### src/rtl/adder_share_ctrl_pkg.sv
// Shared definitions for clients of the shared ripple adder: state encoding,
// requester IDs and default operand width / adder latency.
package adder_share_ctrl_pkg;

    localparam int DEF_WIDTH   = 9;
    localparam int DEF_ADD_LAT = 9;

    typedef enum logic [1:0] {
        S_IDLE = 2'd0,
        S_BUSY = 2'd1,
        S_RESP = 2'd2
    } state_t;

    localparam logic ID_REQ0 = 1'b0;
    localparam logic ID_REQ1 = 1'b1;

endpackage

### src/rtl/adder_share_ctrl_rr_arb2.sv
// Two-way round-robin arbiter: combinational grant from the request pair and
// a pointer register that moves to the losing side whenever a grant is taken.
module rr_arb2 (
    input  logic       clk,
    input  logic       reset,
    input  logic [1:0] req,
    input  logic       advance,
    output logic [1:0] gnt
);

    logic ptr;

    always_comb begin
        gnt = req;
        if (req == 2'b11) begin
            gnt = ptr ? 2'b10 : 2'b01;
        end
    end

    // The pointer names the requester favoured on the next contended cycle.
    always_ff @(posedge clk) begin
        if (reset) begin
            ptr <= 1'b0;
        end else if (advance) begin
            ptr <= gnt[0];
        end
    end

endmodule

### src/rtl/adder_share_ctrl.sv
// Shares one clocked ripple adder between two requesters with valid/ready on
// both sides. Optional macro ADDER_SHARE_SAT_EN saturates the returned sum.
module adder_share_ctrl
    import adder_share_ctrl_pkg::*;
#(
    parameter int WIDTH   = DEF_WIDTH,
    parameter int ADD_LAT = DEF_ADD_LAT
) (
    input  logic             clk,
    input  logic             reset,
    input  logic             req0_valid,
    input  logic [WIDTH-1:0] req0_a,
    input  logic [WIDTH-1:0] req0_b,
    output logic             req0_ready,
    input  logic             req1_valid,
    input  logic [WIDTH-1:0] req1_a,
    input  logic [WIDTH-1:0] req1_b,
    output logic             req1_ready,
    output logic [WIDTH-1:0] add_in0,
    output logic [WIDTH-1:0] add_in1,
    input  logic [WIDTH:0]   add_out,
    output logic             rsp_valid,
    output logic             rsp_id,
    output logic [WIDTH:0]   rsp_sum,
    input  logic             rsp_ready
);

    localparam int CNT_W = 8;

    state_t           state;
    state_t           state_next;
    logic [CNT_W-1:0] cnt;
    logic [1:0]       gnt;
    logic             in_idle;
    logic             accept;
    logic [WIDTH:0]   sum_cap;

    rr_arb2 u_arb (
        .clk     (clk),
        .reset   (reset),
        .req     ({req1_valid, req0_valid}),
        .advance (accept),
        .gnt     (gnt)
    );

    // Reset outranks any handshake, so ready is masked while it is asserted.
    assign in_idle    = (state == S_IDLE) && !reset;
    assign req0_ready = in_idle && gnt[0];
    assign req1_ready = in_idle && gnt[1];
    assign accept     = req0_ready || req1_ready;

    always_comb begin
`ifdef ADDER_SHARE_SAT_EN
        sum_cap = add_out[WIDTH] ? {1'b0, {WIDTH{1'b1}}} : add_out;
`else
        sum_cap = add_out;
`endif
    end

    always_comb begin
        state_next = state;
        case (state)
            S_IDLE:  if (accept) state_next = S_BUSY;
            S_BUSY:  if (cnt == '0) state_next = S_RESP;
            S_RESP:  if (rsp_ready) state_next = S_IDLE;
            default: state_next = S_IDLE;
        endcase
    end

    // Operands stay registered for the whole BUSY window; the sum is sampled
    // in the last BUSY cycle, when the counter has reached zero.
    always_ff @(posedge clk) begin
        if (reset) begin
            state     <= S_IDLE;
            cnt       <= '0;
            add_in0   <= '0;
            add_in1   <= '0;
            rsp_valid <= 1'b0;
            rsp_id    <= ID_REQ0;
            rsp_sum   <= '0;
        end else begin
            state <= state_next;
            case (state)
                S_IDLE: begin
                    if (accept) begin
                        add_in0 <= gnt[1] ? req1_a : req0_a;
                        add_in1 <= gnt[1] ? req1_b : req0_b;
                        rsp_id  <= gnt[1] ? ID_REQ1 : ID_REQ0;
                        cnt     <= CNT_W'(ADD_LAT - 1);
                    end
                end
                S_BUSY: begin
                    if (cnt == '0) begin
                        rsp_sum   <= sum_cap;
                        rsp_valid <= 1'b1;
                    end else begin
                        cnt <= cnt - 1'b1;
                    end
                end
                S_RESP: begin
                    if (rsp_ready) begin
                        rsp_valid <= 1'b0;
                    end
                end
                default: ;
            endcase
        end
    end

endmodule

### config.mk
export PLATFORM = sky130hd
export DESIGN_NAME = adder_share_ctrl
export DESIGN_NICKNAME = d
export VERILOG_FILES = /design/src/rtl/adder_share_ctrl_pkg.sv /design/src/rtl/adder_share_ctrl_rr_arb2.sv /design/src/rtl/adder_share_ctrl.sv
export SDC_FILE = /design/constraint.sdc
export NUM_CORES = 1
export LEC_CHECK = 0
export BUFFER_PORTS_ARGS = -buffer_cell sky130_fd_sc_hd__buf_2
export CORE_MARGIN = 10
export CORE_UTILIZATION = 35
export DETAILED_ROUTE_END_ITERATION = 8
export GPL_ROUTABILITY_DRIVEN = 0
export MAX_ROUTING_LAYER = met4
export PLACE_DENSITY_LB_ADDON = 0.12
export SYNTH_ARGS = -nofsm -noshare
export SYNTH_HDL_FRONTEND = slang
export SYNTH_SLANG_ARGS = --single-unit
export TNS_END_PERCENT = 100
### constraint.sdc
create_clock -name clk -period 3.7 [get_ports clk]
set_input_delay 0.925 -clock clk [delete_from_list [all_inputs] [get_ports clk]]
set_output_delay 0.925 -clock clk [all_outputs]
set_load 0.02 [all_outputs]
==> results of run 1 <==
==> layer usage <==
metal  GRT usage  vias up
li1            -      857
met1       0.136      718
met2       0.178       49
met3      0.0355        5
met4      0.0308        0
met5           -        -
==> where the power goes <==
part           switching [mW]  total, mW  internal, mW
clock                   0.149      0.296         0.147
sequential             0.0335      0.522         0.489
combinational           0.184      0.315         0.131
==> worst paths after layout <==
path	end	startpoint
setup / recovery	req1_ready	req0_valid
hold reg to reg	rsp_valid$_SDFFE_PP0P_	rsp_valid$_SDFFE_PP0P_
hold / removal	rsp_valid$_SDFFE_PP0P_	rsp_valid$_SDFFE_PP0P_
setup reg to reg	rsp_sum[2]$_SDFFE_PP0P_	cnt[0]$_SDFFE_PP0P_
==> worst max-delay path: cells and delay by family <==
| kind | cells | cell delay, ns |
|---|---|---|
| and+or+nand+nor | 1 | 0.25 |
| AOI/OAI and AO/OA | 1 | 0.06 |
| buffers and inverters | 3 | 0.44 |
==> cell usage after synthesis, types with 2 or more instances <==
cell type	n
a211oi_1	18
a21oi_1	8
buf_4	3
clkbuf_1	8
dfxtp_1	41
ha_1	2
inv_1	4
mux2i_1	28
nand2_1	4
nand2b_1	3
nand3_1	6
nor2_1	34
nor3_1	4
nor3_2	2
nor4_1	2
o21ai_1	2
or3_1	3
xor2_1	2
==> logic make-up (layout without fill, tap and decap cells) <==
family                   Yosys count  in the layout
flip-flops                        41             41
buffers and inverters             16             96
adder cells (fa/ha/maj)            2              2
XOR/XNOR                           3              3
AND/OR/NAND/NOR                   67             67
AO/OA/AOI/OAI                     37             37
multiplexers                      28             28
==> cell usage in the layout (no fill, tap or decap), types with 6 or more instances in the layout <==
master	count
buf_2	82
dfxtp_1	41
nor2_1	34
mux2i_1	28
a211oi_1	18
a21oi_1	8
nand3_1	6
clkbuf_8	6
==> area by class of cell <==
cell class | instances | area [um2]
Clock inverter | 1 | 7.51
Clock buffer | 6 | 82.6
Sequential cell | 41 | 821
Fill cell | 515 | 2710
Multi-Input combinational cell | 137 | 950
Inverter | 4 | 15.0
Tap cell | 70 | 87.6
Timing Repair Buffer | 85 | 433
==> registers in the layout, indices dropped and copies added, names as in the netlist <==
register   cells
u_arb.ptr      1
rsp_id         1
cnt            8
add_in1        9
state          2
add_in0        9
rsp_valid      1
rsp_sum       10
==> per-stage QoR <==
| step | area [um2] | util | hold WS, ns | power [mW] | instances |
|---|---|---|---|---|---|
| detailed placement | 2310 | 0.451 | 0.452 | 0.854 | 337 |
| global placement | 2310 | 0.451 | 0.452 | 0.852 | 337 |
| CTS | 2400 | 0.469 | 0.464 | 1.15 | 344 |
| global route | 2400 | 0.469 | 0.498 | 1.21 | 344 |
| floorplan | 1840 | - | 0.464 | 0.754 | 194 |
| finish | 2400 | 0.469 | 0.458 | 1.13 | 344 |
==> run metrics, run 1 <==
Worst setup EP type primary output; antenna violations before repair 0; mux cell area share after synthesis 0.152; TritonRoute pass-1 iters 4; core area 0.00511 mm2; P_leak 1.18 nW; Die X 92.5 um; Crit path top cell by count buf_2; period utilisation layout 0.702; syn nets 247; minimum clock period 2.60 ns; Critical Path Max Stage Delay 0.25 ns; HP Class reg -> reg; Fin Setup TNS 0 ns; Clock Tree Buf Depth 2; number of library cell types mapped by synthesis 38; Routed Antenna Nets 0; drt wl/cell about 14 um; Hold Fails Final Rpt 0; htree depth 2; Initial Util 0.360; Yosys Warn Count 0; worst vdd ir between 200 and 250 uV; Post-Synth XOR/XNOR Area 0.0143; Tot GR Track Use 0.113; # rows 26; largest family of logic cells by synthesized area simple AND/OR/NAND/NOR gates; Post-Route WL approximately 4700 um; flops & latches, synth 41; WP data required about 2.8 ns; Post-synth EDFFs 0; Simple-Gate Fraction of Synth Area 0.190; Final HPWL DP 3680 um; metal2 WL 2280 um; CTS Root Cell clkbuf_8; nets@finish 327; Max Fanout on Critical Path 4; DRC errors left 0; Post-Synth Adder-Cell Area 0.0136; first-pass GRT wire length 7870 um; Area Growth Syn to Fin 30.3%; largest net degree at the start of global routing 35; I/O pins 83; R2R setup slack 1.70 ns; DR WL met3 225 um; vias per inst 4.74; run status finished clean; setup bufs post-CTS 0; global route overflow 0; Reg2Reg Depth 6; die height 92.5 um; Sink Count 41; Worst Hold Path Cells 2; hold_buf cts 0; number of global-route vias before repair roughly 1700; Worst Path Arrival 1.67 ns; slowest stage cell, crit path nor4_1; wire length on met1 ~2200 um; CTS resizes 0; ys flop type dfxtp_1; CTS buffer count 5; I/O Buffers approximately 80; Final Setup Violations 0; CTS tree yes; Slew HR 0.544; Max Transition Viols Final 0; Max-Cap Viols 0; crit path kind in -> out; final setup margin between 1 and 1.5 ns; largest area contributor in the netlist dfxtp_1; clk_skew 0.00562 ns; # diodes 0; Initial DRC Count 100; sequential fraction of the synthesis area 0.446; Synth top area share 0.446; DR vias 1629; Top Metal Used met4; Avg Cell Area, Syn 9.48 um2; pwr/cell area around 470 mW/mm2; Max Freq 385 MHz; Netlist Area Pre-Place 0.00184 mm2; Clock transition at path regs 0.08 ns; synth top area cells dfxtp_1 (45%), mux2i_1 (15%), a211oi_1 (7.3%), nor2_1 (6.9%), a21oi_1 (2.2%); DIE AREA 0.00855 mm2; worst slew pin tran 0.682 ns; Syn Inst Count roughly 190; Startpoint Class input port; asr flop ratio synth 0; pre-CTS WS 1.08 ns; share of layout cells above drive strength 1 0.372; Synth Area in Compound Gates 0.144; clk_lat worst skew 0.29 ns; RSZ-0062 raised after global routing no; Cell Chain, Critical Path buf_2 > inv_1 > o21ai_2 > nor4_1 > buf_2
Note: power is estimated with default switching activity, not from simulation.
==> run 2: changes to the inputs <==
==> constraint.sdc (replaced) <==
create_clock -name clk -period 2.2 [get_ports clk]
set_input_delay 0.55 -clock clk [delete_from_list [all_inputs] [get_ports clk]]
set_output_delay 0.55 -clock clk [all_outputs]
set_load 0.02 [all_outputs]
==> run metrics, run 2 (synthesized netlist as in run 1, its figures left out) <==
Worst setup EP type primary output; Reg area 821 um2; largest register by flop count rsp_sum; Fin Setup TNS 0 ns; Clock Tree Buf Depth 2; worst slew pin tran 0.423 ns; area occupied by multi-input gates about 960 um2; die height 92.5 um; run status finished clean; most common cell after layout, fill and taps aside buf_2; # diodes 0; first-pass GRT wire length 7600 um; Max-Cap Viols 0; DRC errors left 0; global route overflow 0; DIE AREA 0.00855 mm2; antenna violations before repair 0; I/O pins 83; core area 0.00511 mm2; share of layout cells above drive strength 1 0.383; hold_buf cts 0; Final HPWL DP about 3600 um; DR vias 1634; Startpoint Class flop; pwr/cell area 795 mW/mm2; final setup margin 0.341 ns; nets@finish 329; fillers 501; Routed Antenna Nets 0; Max Freq 538 MHz; Tot GR Track Use 0.109; Max Transition Viols Final 0; P_leak 1.20 nW; Max Fanout on Critical Path 8; Area Growth Syn to Fin 32.4%; Tot Pwr 1.94 mW; vias per inst 4.71; CTS tree yes; final core occ 0.477; CTS resizes 0; # rows 26; Die X between 90 and 100 um; largest net degree at the start of global routing 42; setup bufs post-CTS 0; Final Setup Violations 0; Slew HR 0.718; worst vdd ir 452 uV; Initial Util 0.360; TritonRoute pass-1 iters 4; most frequent cells in the layout buf_2 (82), dfxtp_1 (41), nor2_1 (34); htree depth 2; Initial DRC Count between 50 and 60; drt wl/cell 13.4 um; HP Class reg -> reg; WHS 0.454 ns; WP data required 1.65 ns; Sink Count 41; I/O Buffers 82; clk_lat worst skew around 0.29 ns; minimum clock period 1.86 ns; Clock transition at path regs 0.08 ns; number of global-route vias before repair 1640; period utilisation layout 0.845; Hold Fails Final Rpt 0; CTS Root Cell clkbuf_8; RSZ-0062 raised after global routing no; CTS buffer count 5; crit path kind reg -> out; clk_skew 0.00657 ns; pre-CTS WS between 0.4 and 0.5 ns; Worst Path Arrival 1.31 ns; max reg flops 10; top flop regs rsp_sum (10), add_in0 (9), add_in1 (9); Post-Route WL between 4000 and 5000 um
-- run 2: metrics by stage --
stage | area, um2 | cells
detailed placement | 2340 | 339
floorplan | 1850 | 194
finish | 2440 | 347
global placement | 2340 | 339
global route | 2440 | 347
CTS | 2440 | 347
-- run 2: per-layer routing --
metal | track usage | vias up | routed length [um]
met2 | 0.176 | 49 | 2300
li1 | - | 866 | -
met1 | 0.123 | 716 | 2030
met4 | 0.0308 | 0 | 17
met3 | 0.0436 | 3 | 309
met5 | - | - | 0
-- run 2: worst max-delay path: stages (launching register included) --
cell     delay [ns]
dfxtp_1        0.39
nor3_2         0.25
and3_1         0.20
buf_2          0.18
-- run 2: worst paths after layout --
check / from / endpoint / slack (ns) / cells past startpoint
setup / recovery: state[0]$_SDFFE_PP0P_ / req0_ready / 0.34 / 3
hold / removal: rsp_valid$_SDFFE_PP0P_ / rsp_valid$_SDFFE_PP0P_ / 0.45 / 2
setup reg to reg: cnt[0]$_SDFFE_PP0P_ / cnt[4]$_SDFFE_PP0P_ / 0.53 / 6
hold reg to reg: rsp_valid$_SDFFE_PP0P_ / rsp_valid$_SDFFE_PP0P_ / 0.45 / 2
-- run 2: cell type report --
class                   instances  area share
flip-flops and latches         41       0.337
multi-input cells             137       0.392
inverters                       4     0.00616
well taps                      70      0.0360
repair buffers                 87       0.189
clock inverters                 2     0.00565
clock buffers                   6      0.0339
-- run 2: power breakdown --
part	switching, mW	internal [mW]
sequential	0.0562	0.822
clock	0.259	0.254
combinational	0.313	0.233
total	0.629	1.31
==> run 3: changes to the inputs <==
--- a/config.mk
+++ b/config.mk
@@ -5,6 +5,7 @@
 export SDC_FILE = /design/constraint.sdc
 export NUM_CORES = 1
 export LEC_CHECK = 0
+export ABC_AREA = 1
 export BUFFER_PORTS_ARGS = -buffer_cell sky130_fd_sc_hd__buf_2
 export CORE_MARGIN = 10
 export CORE_UTILIZATION = 35
==> constraint.sdc (replaced) <==
create_clock -name clk -period 1.76 [get_ports clk]
set_input_delay 0.44 -clock clk [delete_from_list [all_inputs] [get_ports clk]]
set_output_delay 0.44 -clock clk [all_outputs]
set_load 0.02 [all_outputs]
==> run metrics, run 3 <==
# rows 27; most common cell after layout, fill and taps aside nand2_1; Commonest cells post-synth nand2_1 (90), nor2_1 (53), dfxtp_1 (41); worst slew pin tran 0.393 ns; Simple-Gate Fraction of Synth Area 0.373; Initial DRC Count 50; mux cell area share after synthesis 0; first-pass GRT wire length 9220 um; Final HPWL DP approximately 4200 um; clk_lat worst skew ~0.30 ns; die height approximately 96 um; Max Fanout on Critical Path 3; run status finished clean; DIE AREA 0.00919 mm2; Routed Antenna Nets 0; Post-Synth Adder-Cell Area 0.0124; asr flop ratio synth 0; largest family of logic cells by synthesized area simple AND/OR/NAND/NOR gates; nets@finish about 440; ys flop type dfxtp_1; Tot GR Track Use 0.130; Clock Tree Buf Depth 2; Area Growth Syn to Fin 29.4%; sequential fraction of the synthesis area 0.407; core area 0.00554 mm2; pwr/cell area approximately 1100 mW/mm2; CTS buffer count 5; M2 GR Usage 0.199; Hold Fails Final Rpt 0; vias per inst ~4.5; RSZ-0062 raised after global routing no; worst vdd ir around 470 uV; Post-synth EDFFs 0; number of global-route vias before repair 2003; period utilisation layout 0.929; Yosys Warn Count 0; largest register by flop count rsp_sum; Netlist Area Pre-Place 0.00201 mm2; Fin Setup TNS 0 ns; I/O Buffers ~80; WHS 0.400 ns; Slew HR 0.737; Initial Util 0.364; HP Class in -> reg; antenna violations before repair 0; synth top area cells dfxtp_1 (41%), nand2_1 (17%), nor2_1 (9.9%), nand3_1 (6.7%), o21ai_0 (4.7%); met1 Use GR 0.156; number of library cell types mapped by synthesis 26; dpl cells between 400 and 500; Die X around 96 um; most frequent cell after synthesis nand2_1; Sink Count 41; minimum clock period 1.64 ns; CTS tree yes; max reg flops 10; Max-Cap Viols 0; TritonRoute pass-1 iters 4; Final Setup Violations 0; largest net degree at the start of global routing 24; Synth top area share 0.407; Synth Area in Compound Gates 0.118; Clock transition at path regs 0.08 ns; post-route insts no fill 458; top flop regs rsp_sum (10), add_in0 (9), add_in1 (9); global route overflow 0; # diodes 0; Startpoint Class flop; Max Transition Viols Final 0; DR vias 2071; htree depth 2; largest area contributor in the netlist dfxtp_1; I/O pins 83; clk_skew 0.00859 ns; most frequent cells in the layout nand2_1 (89), buf_2 (81), nor2_1 (53); GRT met3 Usage 0.0498; gr busiest metal met2; Max Freq just over 600 MHz; final core occ 0.471; Avg Cell Area, Syn roughly 6.7 um2; DRC errors left 0; Post-Synth XOR/XNOR Area 0.00435; crit path kind reg -> out; Syn Inst Count 299; Post-Route WL 5620 um; P_leak 1.37 nW; drt wl/cell 12.3 um; flops & latches, synth 41; syn nets about 350; setup bufs post-CTS 0; CTS Root Cell clkbuf_8; WP data required 1.32 ns; Worst Path Arrival 1.20 ns; share of layout cells above drive strength 1 0.306; Worst setup EP type primary output
## run 3: cell types whose count changed after synthesis, moves of 14 or more
cell and delta:
nor2_1 +19, o21ai_0 +18, nand2_1 +86, inv_1 +14, mux2i_1 -28, nand3_1 +21
a211oi_1 -18
## run 3: logic make-up after synthesis
logic type / count (synthesis)
adder cells (fa/ha/maj): 2
AO/OA/AOI/OAI: 40
buffers and inverters: 35
flip-flops: 41
XOR/XNOR: 1
AND/OR/NAND/NOR: 180
## run 3: final timing paths
kind / from / end / slack [ns] / cells after the start
worst max-delay path: state[1]$_SDFFE_PP0P_ / req1_ready / 0.12 / 6
worst min-delay path: add_out[5] / rsp_sum[5]$_SDFFE_PP0P_ / 0.40 / 3
worst max register to register: cnt[1]$_SDFFE_PP0P_ / rsp_sum[3]$_SDFFE_PP0P_ / 0.30 / 7
worst min register to register: rsp_sum[4]$_SDFFE_PP0P_ / rsp_sum[4]$_SDFFE_PP0P_ / 0.46 / 2
## run 3: where the power goes
part	internal, mW	total [mW]	switching [mW]
logic	0.380	1.04	0.658
registers	1.06	1.14	0.0783
clock network	0.279	0.618	0.339
total	1.72	2.79	1.08
## run 3: repair_timing
action | 4_1_cts | 5_1_grt
resized for setup | 0 | 6
hold buffers | 0 | 0
endpoints found under the setup margin | 0 | 2
## run 3: metal layers
metal | part of all wire | up-vias | wire length (um)
met5 | 0 | - | 0
met4 | 0.011 | 0 | 59
met3 | 0.069 | 8 | 388
met2 | 0.44 | 45 | 2490
met1 | 0.48 | 899 | 2670
li1 | - | 1119 | -
## run 3: cell type report
cell class              count  area, um2
clock buffers               6       72.6
clock inverters             2       15.0
fillers                   617       2930
inverters                  22       85.1
multi-input cells         223       1030
flip-flops and latches     41        823
well taps                  72       90.1
repair buffers             92        488
## run 3: per-stage QoR
step	cell area [um2]	worst slack [ns]	power, mW
after floorplan	2010	0.319	1.89
after global placement	2500	0.202	2.19
after detailed placement	2500	0.182	2.20
after CTS	2590	0.0140	2.83
after global routing	2610	0.00249	3.03
final	2610	0.124	2.79
## run 3: worst max-delay path, cell delays in order (launching register included)
cell and delay [ns]:
dfxtp_2 0.34, inv_1 0.08, nand3_2 0.10, inv_2 0.07
nand2_2 0.06, inv_1 0.09, buf_4 0.15
